## src/rtl/wt_cache_pkg.sv

```systemverilog
// wt_cache_pkg: shared types and encodings for the write-through cache memory side
package wt_cache_pkg;

    localparam int OrigTidMaxWidth = 16;

    localparam logic SRC_ICACHE = 1'b0;
    localparam logic SRC_DCACHE = 1'b1;

    typedef struct packed {
        logic                       valid;
        logic                       src;
        logic [OrigTidMaxWidth-1:0] orig_tid;
    } wt_mem_slot_t;

endpackage

```

## src/rtl/wt_mem_arb_slot_alloc.sv

```systemverilog
// wt_mem_arb_slot_alloc: transaction slot valid vector with lowest-free-index encoder
module wt_mem_arb_slot_alloc #(
    parameter int  NumTx    = 8,
    localparam int TidWidth = $clog2(NumTx)
) (
    input  logic                clk_i,
    input  logic                rst_i,
    input  logic                alloc_i,
    input  logic                rel_i,
    input  logic [TidWidth-1:0] rel_idx_i,
    output logic                free_vld_o,
    output logic [TidWidth-1:0] free_idx_o,
    output logic                any_vld_o
);

    logic [NumTx-1:0] vld_q;

    assign any_vld_o = |vld_q;

    // Lowest-index free slot; scanning downward lets the lowest index win
    always_comb begin
        free_vld_o = 1'b0;
        free_idx_o = '0;
        for (int i = NumTx - 1; i >= 0; i--) begin
            if (!vld_q[i]) begin
                free_vld_o = 1'b1;
                free_idx_o = TidWidth'(i);
            end
        end
    end

    // Release and allocate always target different slots, so both may apply
    always_ff @(posedge clk_i) begin
        if (rst_i) begin
            vld_q <= '0;
        end else begin
            if (rel_i) vld_q[rel_idx_i] <= 1'b0;
            if (alloc_i) vld_q[free_idx_o] <= 1'b1;
        end
    end

endmodule

```

## src/rtl/wt_mem_arb.sv

```systemverilog
// wt_mem_arb: I$/D$ memory request arbiter with slot-based TID remapping (WT_MEM_ARB_ICACHE_PRIO_EN = fixed I$ priority)
module wt_mem_arb
    import wt_cache_pkg::*;
#(
    parameter int  NumTx        = 8,
    parameter int  ReqWidth     = 128,
    parameter int  RtrnWidth    = 256,
    parameter int  OrigTidWidth = 4,
    localparam int TidWidth     = $clog2(NumTx)
) (
    input  logic                    clk_i,
    input  logic                    rst_i,
    input  logic                    icache_data_req_i,
    output logic                    icache_data_ack_o,
    input  logic [ReqWidth-1:0]     icache_data_i,
    input  logic [OrigTidWidth-1:0] icache_tid_i,
    input  logic                    dcache_data_req_i,
    output logic                    dcache_data_ack_o,
    input  logic [ReqWidth-1:0]     dcache_data_i,
    input  logic [OrigTidWidth-1:0] dcache_tid_i,
    output logic                    mem_req_valid_o,
    input  logic                    mem_req_ready_i,
    output logic [ReqWidth-1:0]     mem_req_data_o,
    output logic [TidWidth-1:0]     mem_req_tid_o,
    input  logic                    mem_rtrn_vld_i,
    input  logic [TidWidth-1:0]     mem_rtrn_tid_i,
    input  logic [RtrnWidth-1:0]    mem_rtrn_data_i,
    output logic                    icache_rtrn_vld_o,
    output logic [RtrnWidth-1:0]    icache_rtrn_o,
    output logic [OrigTidWidth-1:0] icache_rtrn_tid_o,
    output logic                    dcache_rtrn_vld_o,
    output logic [RtrnWidth-1:0]    dcache_rtrn_o,
    output logic [OrigTidWidth-1:0] dcache_rtrn_tid_o,
    output logic                    busy_o,
    output logic                    err_o
);

    logic                free_vld, any_vld, can_gnt, gnt_i, gnt_d, gnt, rtrn_hit;
    logic [TidWidth-1:0] free_idx;
    wt_mem_slot_t        tbl_q [NumTx];
    wt_mem_slot_t        rtrn_slot;

    assign can_gnt   = !rst_i && free_vld && (!mem_req_valid_o || mem_req_ready_i);
    assign gnt       = gnt_i || gnt_d;
    assign rtrn_slot = tbl_q[mem_rtrn_tid_i];
    assign rtrn_hit  = mem_rtrn_vld_i && rtrn_slot.valid;

    assign icache_data_ack_o = gnt_i;
    assign dcache_data_ack_o = gnt_d;
    assign busy_o            = any_vld || mem_req_valid_o;

`ifdef WT_MEM_ARB_ICACHE_PRIO_EN
    assign gnt_i = can_gnt && icache_data_req_i;
    assign gnt_d = can_gnt && dcache_data_req_i && !icache_data_req_i;
`else
    logic prio_d_q;
    assign gnt_i = can_gnt && icache_data_req_i && (!dcache_data_req_i || !prio_d_q);
    assign gnt_d = can_gnt && dcache_data_req_i && (!icache_data_req_i || prio_d_q);
    // Hand priority to the other requester after every grant
    always_ff @(posedge clk_i) prio_d_q <= rst_i ? 1'b0 : (gnt ? gnt_i : prio_d_q);
`endif

    wt_mem_arb_slot_alloc #(.NumTx(NumTx)) u_slot_alloc (
        .clk_i      (clk_i),
        .rst_i      (rst_i),
        .alloc_i    (gnt),
        .rel_i      (rtrn_hit),
        .rel_idx_i  (mem_rtrn_tid_i),
        .free_vld_o (free_vld),
        .free_idx_o (free_idx),
        .any_vld_o  (any_vld)
    );

    // Slot table: record source and original TID on grant, retire on matching return
    always_ff @(posedge clk_i) begin
        if (rst_i) begin
            for (int i = 0; i < NumTx; i++) tbl_q[i] <= '0;
        end else begin
            if (rtrn_hit) tbl_q[mem_rtrn_tid_i].valid <= 1'b0;
            if (gnt) tbl_q[free_idx] <= '{valid: 1'b1, src: gnt_d ? SRC_DCACHE : SRC_ICACHE,
                orig_tid: OrigTidMaxWidth'(gnt_d ? dcache_tid_i : icache_tid_i)};
        end
    end

    // Output request register: reloads on grant, empties on handshake
    always_ff @(posedge clk_i) begin
        if (rst_i) begin
            mem_req_valid_o <= 1'b0;
            mem_req_data_o  <= '0;
            mem_req_tid_o   <= '0;
        end else if (gnt) begin
            mem_req_valid_o <= 1'b1;
            mem_req_data_o  <= gnt_d ? dcache_data_i : icache_data_i;
            mem_req_tid_o   <= free_idx;
        end else if (mem_req_ready_i) begin
            mem_req_valid_o <= 1'b0;
        end
    end

    // Return router: steer a hit to its source cache, flag beats for idle slots
    always_ff @(posedge clk_i) begin
        if (rst_i) begin
            icache_rtrn_vld_o <= 1'b0;
            icache_rtrn_o     <= '0;
            icache_rtrn_tid_o <= '0;
            dcache_rtrn_vld_o <= 1'b0;
            dcache_rtrn_o     <= '0;
            dcache_rtrn_tid_o <= '0;
            err_o             <= 1'b0;
        end else begin
            icache_rtrn_vld_o <= rtrn_hit && rtrn_slot.src == SRC_ICACHE;
            dcache_rtrn_vld_o <= rtrn_hit && rtrn_slot.src == SRC_DCACHE;
            if (rtrn_hit && rtrn_slot.src == SRC_ICACHE) begin
                icache_rtrn_o     <= mem_rtrn_data_i;
                icache_rtrn_tid_o <= OrigTidWidth'(rtrn_slot.orig_tid);
            end
            if (rtrn_hit && rtrn_slot.src == SRC_DCACHE) begin
                dcache_rtrn_o     <= mem_rtrn_data_i;
                dcache_rtrn_tid_o <= OrigTidWidth'(rtrn_slot.orig_tid);
            end
            if (mem_rtrn_vld_i && !rtrn_slot.valid) err_o <= 1'b1;
        end
    end

endmodule
```

## config.mk

```make
export PLATFORM = sky130hd
export DESIGN_NAME = wt_mem_arb
export DESIGN_NICKNAME = d
export VERILOG_FILES = /design/src/rtl/wt_cache_pkg.sv /design/src/rtl/wt_mem_arb_slot_alloc.sv /design/src/rtl/wt_mem_arb.sv
export SDC_FILE = /design/constraint.sdc
export NUM_CORES = 1
export LEC_CHECK = 0
export BUFFER_PORTS_ARGS = -buffer_cell sky130_fd_sc_hd__clkbuf_2
export CORE_AREA = 2 2 459 461
export DETAILED_ROUTE_END_ITERATION = 8
export DIE_AREA = 0 0 461 463
export PLACE_DENSITY = 0.39
export SYNTH_ARGS = -nofsm -noshare
export SYNTH_HDL_FRONTEND = slang
export SYNTH_SLANG_ARGS = --single-unit
```

## constraint.sdc

```tcl
create_clock -name clk_i -period 3.1 [get_ports clk_i]
set_input_delay 0.62 -clock clk_i [delete_from_list [all_inputs] [get_ports clk_i]]
set_output_delay 0.62 -clock clk_i [all_outputs]
set_load 0.1 [all_outputs]
```

After elaboration in Yosys (flattened, before gate mapping):

Memory sizes are Yosys's and may differ from the RTL's.
Cells that the tools add are included.
W data, S select, Z words.

* mux-type cells: 42
* bitwise logic cells: 4
* reductions and logical operators: 27
* $lt $le $gt $ge: 4

Operators by type and width (number)
* $mux W128: 1
* $mux W3: 10
* $mux W8: 3
* $mux W1: 22
* $logic_and A1 B1 Y1: 12
* $mux W6: 2
* $reduce_or A6 Y1: 2
* $and A8 B8 Y8: 1
* $lt A3 B4 Y1 const B: 2
* $not A8 Y8: 1
* $or A8 B8 Y8: 1
* $reduce_or A8 Y1: 1
* $demux W1 S3: 2
* $ge A3 B1 Y1 const B: 2
* $logic_not A1 Y1: 6
* $logic_or A1 B1 Y1: 5
* $mux W4: 1
* $mux W2: 1
* $reduce_bool A2 Y1: 1
* $not A1 Y1: 1

* memories kept: 1
* output and inout port bits: 658
* input bits: 529
* RAM bits: 48
* bits in registers: 664

Memory list
* tbl_q: words 8, width 6, rd ports 1, clocked after memory_dff 0, wr ports 8, RTL line wt_mem_arb.sv:40 `wt_mem_slot_t tbl_q [NumTx];`

Logic depth before layout (Yosys ltp):

Gate-level depths: netlist (run 1).

* depth in word-level cells: 18
* gate-level depth with buffers: 10

Cells and area by module:

Synthesis (run 1) repeated with hierarchy kept, for this count alone.

* cell total of the unflattened synthesis: 3031
* area, all modules: 28776.3 um2

Modules (own cells, without submodules)
* wt_mem_arb: instances 1, cells each 2973, area an instance 28315.9 um2
* wt_mem_arb_slot_alloc: instances 1, cells each 58, area an instance 460.4 um2

Worst setup path after synthesis (run 1):

Ideal clock, no wire load.

* kind: reg-to-output
* start: register mem_req_valid_o
* end: output port icache_data_ack_o
* setup slack: -0.172 ns
* path buffers: 0
* stages on the path, launching flop included: 5
* data arrival time: 2.652 ns
* cell sequence: dfxtp_1 -> nand2b_1 -> o311a_1 -> nand2_1 -> a21oi_1

* longest elaborated chain between the ends: 5

Ends and longest elaborated chain
* start, declared: RTL line wt_mem_arb.sv:21 `output logic mem_req_valid_o,`
* start signal, assigned: RTL line wt_mem_arb.sv:88 `mem_req_valid_o <= 1'b0;`
* start signal, assigned: RTL line wt_mem_arb.sv:92 `mem_req_valid_o <= 1'b1;`
* start signal, assigned: RTL line wt_mem_arb.sv:96 `mem_req_valid_o <= 1'b0;`
* $logic_not A1 Y1: RTL line wt_mem_arb.sv:43 `assign can_gnt = !rst_i && free_vld && (!mem_req_valid_o || mem_req_ready_i);`
* $logic_or A1 B1 Y1: RTL line wt_mem_arb.sv:43
* $logic_and A1 B1 Y1: RTL line wt_mem_arb.sv:43
* $logic_and A1 B1 Y1 (2 in a row): RTL line wt_mem_arb.sv:57 `assign gnt_i = can_gnt && icache_data_req_i && (!dcache_data_req_i || !prio_d_q);`
* end, declared: RTL line wt_mem_arb.sv:14 `output logic icache_data_ack_o,`

Every way passes these cells.

Worst setup path in the final report (run 1):

* start: register u_slot_alloc.vld_q[0]
* end: output port dcache_data_ack_o

* longest elaborated chain between the ends: 5

Ends and longest elaborated chain
* start, declared: RTL line wt_mem_arb_slot_alloc.sv:16 `logic [NumTx-1:0] vld_q;`
* start signal, assigned: RTL line wt_mem_arb_slot_alloc.sv:35 `vld_q <= '0;`
* start signal, assigned by index: RTL line wt_mem_arb_slot_alloc.sv:37 `if (rel_i) vld_q[rel_idx_i] <= 1'b0;`
* start signal, assigned by index: RTL line wt_mem_arb_slot_alloc.sv:38 `if (alloc_i) vld_q[free_idx_o] <= 1'b1;`
* $mux W1: RTL line wt_mem_arb_slot_alloc.sv:25 `if (!vld_q[i]) begin`
* $logic_and A1 B1 Y1 (2 in a row): RTL line wt_mem_arb.sv:43
* $logic_and A1 B1 Y1 (2 in a row): RTL line wt_mem_arb.sv:58 `assign gnt_d = can_gnt && dcache_data_req_i && (!icache_data_req_i || prio_d_q);`
* end, declared: RTL line wt_mem_arb.sv:18 `output logic dcache_data_ack_o,`

Every way passes these cells.

==> results of run 1 <==
==> flip-flops by register name, indices dropped and copies added, names as in the netlist, 3 cells and up <==
| name | flops |
|---|---|
| icache_rtrn_o | 256 |
| dcache_rtrn_o | 256 |
| tbl_q | 48 |
| mem_req_tid_o | 3 |
| mem_req_data_o | 128 |
| u_slot_alloc.vld_q | 8 |
| icache_rtrn_tid_o | 4 |
| dcache_rtrn_tid_o | 4 |
==> Yosys cell counts (2+ instances only) <==
cell type / instances / share of area, %
nand2_1: 794 / 11
dfxtp_1: 672 / 48
mux2i_1: 268 / 9.5
nor3_1: 265 / 4.7
a31o_1: 200 / 6.2
clkbuf_1: 186 / 2.5
nor2_1: 173 / 2.3
a311oi_1: 129 / 4.0
a31o_2: 64 / 2.0
buf_6: 50 / 2.0
edfxtp_1: 40 / 4.3
buf_2: 32 / 0.57
nor2b_1: 15 / 0.33
a21oi_1: 11 / 0.20
buf_1: 9 / 0.12
buf_4: 9 / 0.24
mux2_2: 8 / 0.32
o21ai_0: 8 / 0.14
nand3_1: 7 / 0.12
inv_1: 6 / 0.080
mux4_2: 6 / 0.48
nand2b_1: 5 / 0.11
nor4_1: 5 / 0.11
or3_1: 5 / 0.11
nand3b_1: 4 / 0.11
nand4_1: 4 / 0.089
o2bb2ai_1: 4 / 0.12
o211ai_1: 3 / 0.080
o311ai_0: 3 / 0.093
or4_1: 3 / 0.080
a21o_1: 2 / 0.053
or4b_1: 2 / 0.071
==> logic make-up after synthesis <==
family | after synthesis | share of synthesized area [%]
simple gates | 1290 | 19.0
flops | 712 | 52.0
buf+inv | 293 | 5.49
compound gates | 433 | 13.2
mux | 282 | 10.3
==> critical path: cells and delay by family (launching register included) <==
family / cells / cell delay, ns
and+or+nand+nor: 2 / 0.29
AOI/OAI and AO/OA: 1 / 0.45
DFF: 1 / 0.40
buffers and inverters: 3 / 0.46
==> metal layers <==
metal  GRT usage (%)  vias up
li1                -    12800
met3            5.14      209
met1            15.0    12900
met2            22.6     1073
met4            5.85       14
met5               0        -
==> per-stage QoR <==
step           instance area, um2  hold slack [ns]  worst slack (ns)
2_1_floorplan               28200            0.436            0.0545
4_1_cts                     40600           0.0371           0.00515
3_3_place_gp                37600            0.442             0.245
6_report                    40600            0.146             0.149
5_1_grt                     40600           0.0755            0.0262
3_5_place_dp                37600            0.446             0.213
==> report_power, final <==
part	total [mW]	internal (mW)	switching, mW	leakage, nW
sequential	9.93	9.66	0.266	5.88
clock	10.6	6.12	4.52	1.42
combinational	5.79	1.13	4.65	9.82
total	26.3	16.9	9.44	17.1
==> what timing repair did <==
action	in CTS	in global routing
setup buffers	0	0
pin swaps	0	0
resized for setup	3	1
setup endpoints to repair	1	1
==> layout make-up <==
class                      instances  area (um2)  share of cell area, %
antenna                            6        15.0                 0.0370
clock buffer                     133        2530                   6.24
clock inverter                    25         393                  0.968
inverter                           7        36.3                 0.0894
multi-input combinational       2005       12000                   29.7
sequential                       712       14700                   36.1
tap                             2805        3510                   8.65
timing repair buffer            1319        7380                   18.2
==> path summary, 6_finish.rpt <==
path,slack (ns),cells after the start,from,end
setup / recovery,0.15,6,u_slot_alloc.vld_q[0],dcache_data_ack_o
hold / removal,0.15,3,icache_data_i[20],mem_req_data_o[20]
setup reg to reg,0.48,8,u_slot_alloc.vld_q[0],tbl_q[5][3]
hold reg to reg,0.45,2,icache_rtrn_o[247],icache_rtrn_o[247]
==> out/summary.md, run 1 <==
Route
* **number of remaining DRC errors** 0
* **met2 wire length** 71.5 mm
* **detailed-route wire length per cell** 21.5 um
* **total wire length after detailed routing** 150 mm
* **number of vias per cell after detailed routing** 3.85
* **top metal layer carrying routed signals** met5
* **Detail Route Antenna Nets** 0
* **routed wl met3** 14.5 mm
* **drt first pass iters** 5
* **count of vias placed by the detailed router** 27.0k
* **first-iteration detailed-routing DRC count** 1875
* **met1 layer wirelength in the final routing** 58.1 mm

STA
* **fraction of the cycle the final worst path needs** 95.2%
* **normalized max-slew margin** 30.3%
* **highest attainable clock frequency** 339 MHz
* **RSZ-0062 raised after global routing** false
* **Fin. Hold Viols** 0
* **Total Negative Setup Slacks** 0 ns
* **# setup viols final** 0
* **minimum clock period** 2.95 ns
* **measured slew at the worst slew-check pin** 1.05 ns
* **max-slew violation total from the final report** 0
* **final worst clock skew** 0.0368 ns

Synth
* **register bit total from synthesis** 712
* **Synthesized Nets** 3539
* **async set-or-reset flop fraction in the synthesized netlist** 0%
* **number of instances in the synthesized netlist** 3010
* **Avg Cell Area, Syn** 9.37 um2
* **Post-synth EDFFs** 40
* **post-synthesis sequential area ratio** 52.0%
* **flip-flop cell with the highest count after synthesis** dfxtp_1
* **post-synth cell types** 50
* **Ys Warns** 0
* **area of the mapped netlist** 0.0282 mm2

Floorplan
* **top-level I/O count** 1187
* **die width** 461 um
* **area enclosed by the die boundary** 0.213 mm2
* **cell row count** 168
* **Initial Utilization** 13.5%
* **placeable core region** 0.209 mm2
* **die span in y** 463 um

Cells and area
* **NumNets Final** 4662
* **layout filler cell count** 23.6k
* **share of layout cells above drive strength 1** 36.7%
* **leading cell type in the layout, fill and taps excluded** clkbuf_2
* **synth-to-layout area growth** 43.9%
* **commonest cells after routing, fill and taps aside** clkbuf_2 (1183), nand2_1 (794), dfxtp_1 (669)
* **final core occ** 19.5%
* **final non-filler cell total** 7012

Setup path
* **kind of critical path** reg2out
* **CP max stage delay** 0.45 ns
* **Crit. End Element** output pin
* **type of origin of the critical path** flop
* **Crit Path Max Fanout** 10
* **WP data arrival** 2.33 ns
* **slowest stage cell on the critical path** o311a_4
* **required time of the worst setup path** 2.48 ns
* **CP Cell Sequence** nand4_2 -> o311a_4 -> buf_4 -> nand3_4 -> inv_4 -> buf_12

Placement
* **cell count after placement** 6848
* **RD Place Congestion** 0.820
* **number of input and output port buffers inserted** 1186
* **placed wire-length estimate after detailed placement** 117 mm

Global routing
* **initial antenna violation count** 18
* **vias in the first global route** 27.3k
* **wire length of the first global-routing pass** 208 mm
* **GRT Total Usage** 13.4%
* **total gr overflow** 0
* **maximum number of pins on one net before global-route repair** 178

Clock network
* **clock latency of the later-clocked register in the worst-skew pair** 0.72 ns
* **clock sinks** 712
* **buffer depth of the longest clock path** 3
* **clock tree from TritonCTS** yes
* **H-Tree Depth** 3
* **number of clock buffers inserted by TritonCTS** 88
* **Root Buffer** clkbuf_16
* **number of hold buffers added after cts** 0
* **clock slew at reported path FFs** 0.06 ns

Run status
* **result of the run** finished clean

Power
* **Power Dens Cells** 649 mW/mm2
* **leakage dissipation** 17.1 nW
* **overall power consumption** 26.3 mW
* **worst voltage drop across the vdd grid** 408 uV

Hold path
* **HP Class** in2reg

Run
* **max-capacitance violation count** 0

No activity file was read; power rests on OpenSTA's default activity.
==> run 2, diff against run 1 <==
CORE_AREA = 2 2 468 470   (was 2 2 459 461)
DIE_AREA = 0 0 470 472   (was 0 0 461 463)
PLACE_DENSITY = 0.38   (was 0.39)
RECOVER_POWER = 50   (was unset)
==> out/summary.md, run 2 (synthesis results as in run 1) <==
Global routing
* **maximum number of pins on one net before global-route repair** 162, -9.0%
* **wire length of the first global-routing pass** 213 mm, +2.5%
* **initial antenna violation count** 21, +3
* **vias in the first global route** 27.7k, +1.5%
* **total gr overflow** 0, unchanged
* **GRT Total Usage** 13.3%, -0.13 points

Route
* **routed wl met3** 13.4 mm, -7.9%
* **top metal layer carrying routed signals** met5
* **first-iteration detailed-routing DRC count** 1485, -21%
* **drt first pass iters** 5, unchanged
* **met2 wire length** 75.8 mm, +6.0%
* **Detail Route Antenna Nets** 0, unchanged
* **number of remaining DRC errors** 0, unchanged
* **total wire length after detailed routing** 154 mm, +2.4%
* **number of vias per cell after detailed routing** 3.84, -0.27%
* **count of vias placed by the detailed router** 27.1k, +0.53%
* **detailed-route wire length per cell** 21.8 um, +1.6%
* **met1 layer wirelength in the final routing** 61.1 mm, +5.0%

Setup path
* **kind of critical path** reg2out
* **Worst R2R Start** tbl_q[0][4]
* **startpoint of the most critical setup path** u_slot_alloc.vld_q[1]
* **required time of the worst setup path** 2.48 ns, about the same
* **Crit Path Max Fanout** 7, -3
* **Crit. End Element** output pin
* **type of origin of the critical path** flop
* **WP data arrival** 2.27 ns, -0.06 ns

Clock network
* **H-Tree Depth** 3, unchanged
* **number of buffers added for setup after CTS** 0, unchanged
* **clock latency of the later-clocked register in the worst-skew pair** 0.73 ns, about the same
* **number of clock buffers inserted by TritonCTS** 90, +2.3%
* **clock sinks** 712, unchanged
* **clock slew at reported path FFs** 0.06 ns, about the same
* **clock tree from TritonCTS** yes
* **buffer depth of the longest clock path** 3, unchanged
* **Root Buffer** clkbuf_16

STA
* **Fin. Hold Viols** 0, unchanged
* **normalized max-slew margin** 4.55%, -26 points
* **minimum clock period** 2.89 ns, -0.0578 ns
* **Final WS setup** 0.206 ns, +0.0578 ns
* **RSZ-0062 raised after global routing** false
* **# setup viols final** 0, unchanged
* **max-slew violation total from the final report** 0, unchanged
* **Total Negative Setup Slacks** 0 ns, unchanged
* **final worst clock skew** 0.0442 ns, +0.00744 ns
* **highest attainable clock frequency** 346 MHz, +2.0%
* **fraction of the cycle the final worst path needs** 93.3%, -1.9 points
* **measured slew at the worst slew-check pin** 1.44 ns, +0.393 ns

Placement
* **RD Place Congestion** 0.837, +2.0%
* **pre-CTS setup slack** 0.109 ns, -0.104 ns
* **number of input and output port buffers inserted** 1186, unchanged
* **placed wire-length estimate after detailed placement** 122 mm, +3.8%

Power
* **leakage dissipation** 15.6 nW, -9.1%
* **Power Dens Cells** 666 mW/mm2, +2.6%
* **overall power consumption** 26.6 mW, +1.0%
* **worst voltage drop across the vdd grid** 381 uV, -6.6%

Cells and area
* **layout filler cell count** 24.7k, +4.8%
* **share of layout cells above drive strength 1** 26.0%, -11 points
* **leading cell type in the layout, fill and taps excluded** nand2_1
* **NumNets Final** 4661, -0.021%
* **commonest cells after routing, fill and taps aside** nand2_1 (794), clkbuf_2 (747), dfxtp_1 (670)
* **synth-to-layout area growth** 41.7%
* **registers with the most flip-flops** dcache_rtrn_o: 256 flops, icache_rtrn_o: 256 flops, mem_req_data_o: 128 flops

Floorplan
* **die span in y** 472 um, +1.9%
* **Initial Utilization** 13.0%, -0.50 points
* **top-level I/O count** 1187, unchanged
* **placeable core region** 0.217 mm2, +3.8%
* **die width** 470 um, +2.0%
* **area enclosed by the die boundary** 0.222 mm2, +3.9%
* **cell row count** 171, +1.8%

Hold path
* **Hold Path Origin** dcache_data_i[123]
* **HP Class** in2reg

Run
* **max-capacitance violation count** 0, unchanged

Run status
* **result of the run** finished clean

-- run 2: changes by cell type in the layout (fill, tap and decap cells not counted), moves of 3 or more --
cell,delta
buf_4,-15
clkbuf_2,-436
clkinv_2,+6
buf_12,-13
clkbuf_8,+3
clkbuf_4,+5
buf_2,+4
clkinv_4,+3
clkbuf_1,+444
-- run 2: routing by layer --
metal / global-route usage [%] / vias to the layer above
met3: 4.87 / 155
met2: 23.2 / 1015
met4: 4.06 / 14
met1: 15.0 / 13100
li1: - / 12900
met5: 0 / -
-- run 2: final cells by class --
| type | instances | area, um2 | share of cell area (%) |
|---|---|---|---|
| timing repair buffer | 1316 | 6600 | 16.5 |
| sequential | 712 | 14700 | 36.7 |
| tap | 2854 | 3570 | 8.94 |
| clock inverter | 34 | 469 | 1.17 |
| multi-input combinational | 2005 | 12000 | 30.0 |
| inverter | 7 | 36.3 | 0.0908 |
| antenna | 8 | 20.0 | 0.0501 |
| clock buffer | 132 | 2600 | 6.51 |
-- run 2: worst paths after layout --
path | cells after the start | slack, ns | end
min reg2reg | 2 | 0.45 | icache_rtrn_o[34]
min | 3 | 0.15 | mem_req_data_o[123]
max reg2reg | 7 | 0.23 | dcache_rtrn_o[32]
max | 6 | 0.21 | dcache_data_ack_o
-- run 2: stage by stage --
step	util (%)	area [um2]	hold slack, ns	std cells
finish	18.4	39900	0.146	7068
global route	18.4	39900	0.0894	7063
CTS	18.8	40700	0.0326	7060
detailed placement	17.4	37600	0.446	6894
global placement	17.4	37600	0.443	6894
floorplan	-	28200	0.436	3010
-- run 2: power by group --
| group | leakage [nW] | switching (mW) | internal (mW) |
|---|---|---|---|
| combinational | 8.18 | 4.66 | 1.03 |
| sequential | 5.88 | 0.268 | 9.66 |
| clock | 1.50 | 4.62 | 6.38 |
-- run 2: timing repair --
action	in CTS	in global routing
hold buffers	0	0
setup endpoints to repair	1	2
endpoints found under the hold margin	0	0
gates resized for setup	1	1
-- run 2: critical path, cell delays in order, from the launching register on --
cell and delay [ns]:
dfxtp_2 0.39, nand4_2 0.16, o311a_1 0.46, buf_4 0.19, nand3_4 0.10, inv_4 0.08, buf_12 0.17
==> run 3, diff against run 2 <==
CORE_AREA = 2 2 456 458   (was 2 2 468 470)
DIE_AREA = 0 0 458 460   (was 0 0 470 472)
PLACE_DENSITY = 0.39   (was 0.38)
==> out/summary.md, run 3 (synthesis results as in run 1) <==
Run status
* **result of the run** finished clean

Setup path
* **type of origin of the critical path** flop
* **Crit Path Max Fanout** 23, +16
* **number of cell instances on the worst register-to-register path** 7, unchanged
* **Worst R2R Start** u_slot_alloc.vld_q[0]
* **WP data arrival** 2.32 ns, +0.05 ns
* **Crit. End Element** output pin
* **setup slack of the most critical reg-to-reg path** 0.25 ns, +0.02 ns
* **critical register-to-register path endpoint** mem_req_data_o[73]
* **kind of critical path** reg2out
* **required time of the worst setup path** 2.48 ns, about the same

Floorplan
* **die span in y** 460 um, -2.5%
* **die width** 458 um, -2.6%
* **area enclosed by the die boundary** 0.211 mm2, -5.0%
* **top-level I/O count** 1187, unchanged
* **cell row count** 167, -2.3%
* **placeable core region** 0.206 mm2, -4.8%
* **Initial Utilization** 13.7%, +0.66 points

Power
* **leakage dissipation** 15.7 nW, +0.76%
* **worst voltage drop across the vdd grid** 431 uV, +13%
* **Power Dens Cells** 669 mW/mm2, +0.41%

STA
* **RSZ-0062 raised after global routing** false
* **max-slew violation total from the final report** 0, unchanged
* **minimum clock period** 2.94 ns, +0.0416 ns
* **highest attainable clock frequency** 341 MHz, -1.4%
* **fraction of the cycle the final worst path needs** 94.7%, +1.3 points
* **Total Negative Setup Slacks** 0 ns, unchanged
* **measured slew at the worst slew-check pin** 1.42 ns, -0.0197 ns
* **Fin. Hold Viols** 0, unchanged
* **# setup viols final** 0, unchanged
* **normalized max-slew margin** 5.86%, +1.3 points
* **final worst clock skew** 0.0604 ns, +0.0162 ns

Cells and area
* **area occupied by multi-input gates** 0.0120 mm2, about the same
* **layout filler cell count** 23.3k, -5.8%
* **NumNets Final** 4651, -0.21%
* **synth-to-layout area growth** 41.7%, about the same
* **Storage cell area** 0.0147 mm2, about the same
* **leading cell type in the layout, fill and taps excluded** nand2_1
* **registers with the most flip-flops** dcache_rtrn_o: 256 flops, icache_rtrn_o: 256 flops, mem_req_data_o: 128 flops
* **final core occ** 19.4%, +0.94 points
* **commonest cells after routing, fill and taps aside** nand2_1 (794), clkbuf_2 (765), dfxtp_1 (669)
* **share of layout cells above drive strength 1** 26.4%, +0.35 points

Global routing
* **maximum number of pins on one net before global-route repair** 142, -12%
* **vias in the first global route** 27.4k, -1.1%
* **GRT Total Usage** 13.8%, +0.45 points
* **total gr overflow** 0, unchanged
* **wire length of the first global-routing pass** 210 mm, -1.7%
* **initial antenna violation count** 24, +14%

Route
* **detailed-route wire length per cell** 22.0 um, +0.87%
* **Detail Route Antenna Nets** 0, unchanged
* **number of remaining DRC errors** 0, unchanged
* **first-iteration detailed-routing DRC count** 1810, +22%
* **total wire length after detailed routing** 152 mm, -1.5%
* **number of vias per cell after detailed routing** 3.90, +1.7%
* **drt first pass iters** 7, +2
* **count of vias placed by the detailed router** 26.9k, -0.64%

Clock network
* **clock latency of the later-clocked register in the worst-skew pair** 0.74 ns, about the same
* **clock sinks** 712, unchanged
* **buffer depth of the longest clock path** 3, unchanged
* **clock tree from TritonCTS** yes
* **H-Tree Depth** 3, unchanged
* **number of buffers added for setup after CTS** 0, unchanged
* **Root Buffer** clkbuf_16
* **number of clock buffers inserted by TritonCTS** 91, +1.1%
* **clock slew at reported path FFs** 0.06 ns, about the same

Placement
* **number of input and output port buffers inserted** 1186, unchanged
* **RD Place Congestion** 0.837, about the same
* **placed wire-length estimate after detailed placement** 118 mm, -2.6%

Run
* **max-capacitance violation count** 0, unchanged

Hold path
* **Hold Path Origin** dcache_data_i[0]
* **Hold Path Cell Cnt** 3, unchanged
* **hold path endpoint** mem_req_data_o[0]
* **HP Class** in2reg

run 3: cell types whose count changed in the layout (fill, tap and decap cells not counted), sizes merged:
| cell | before | now |
|---|---|---|
| buf | 114 | 107 |
| bufinv | 6 | 5 |
| clkbuf | 1334 | 1332 |
| clkinv | 23 | 17 |
| clkinvlp | 1 | 0 |
| diode | 8 | 11 |
| inv | 11 | 10 |
run 3: worst max-delay path by stage:
stage / from / to / slack [ns] / depth (start not counted)
2_1_floorplan: mem_req_valid_o / tbl_q[1][4] / 0.05 / 7
3_3_place_gp: mem_rtrn_tid_i[1] / icache_rtrn_o[97] / 0.19 / 8
3_5_place_dp: mem_rtrn_tid_i[1] / icache_rtrn_o[97] / 0.17 / 8
4_1_cts: u_slot_alloc.vld_q[2] / dcache_data_ack_o / 0.04 / 5
5_1_grt: mem_req_valid_o / mem_req_data_o[54] / 0.03 / 7
6_report: u_slot_alloc.vld_q[2] / dcache_data_ack_o / 0.16 / 5
run 3: worst max-delay path, cell delays in order (launching register included):
cell and delay [ns]:
dfxtp_1 0.44, nand4_2 0.19, o311a_4 0.46, nand3_4 0.12, inv_4 0.15, buf_12 0.22
run 3: cell type report:
class / instances / share of cell area [%]
clock inverter: 25 / 1.04
sequential: 712 / 36.7
timing repair buffer: 1305 / 16.8
clock buffer: 134 / 6.75
tap: 2704 / 8.47
antenna: 11 / 0.0689
multi-input combinational: 2005 / 30.0
inverter: 7 / 0.0908
run 3: layer usage:
layer / vias to the layer above / part of all wire, % / track usage (%)
li1: 12800 / - / -
met1: 12900 / 40 / 15.5
met2: 1050 / 48 / 23.6
met3: 179 / 8.7 / 4.94
met4: 6 / 3.4 / 5.30
met5: - / 0.027 / 0
run 3: power by group:
part	internal, mW	switching, mW
Sequential	9.66	0.285
Clock	6.47	4.61
Combinational	1.06	4.63
run 3: what timing repair did:
item | in CTS | in global routing
resized for setup | 4 | 0
hold buffers | 0 | 0
endpoints found under the setup margin | 1 | 0
run 3: metrics by stage:
step,instances,setup slack [ns],power [mW],instance area (um2),hold WS (ns)
5_1_grt,6897,0.0267,27.8,39900,0.0670
4_1_cts,6892,0.0437,27.3,40600,0.0159
2_1_floorplan,3010,0.0545,14.2,28200,0.436
3_3_place_gp,6733,0.194,16.0,37500,0.442
3_5_place_dp,6733,0.166,16.0,37500,0.447
6_report,6903,0.165,26.7,39900,0.127
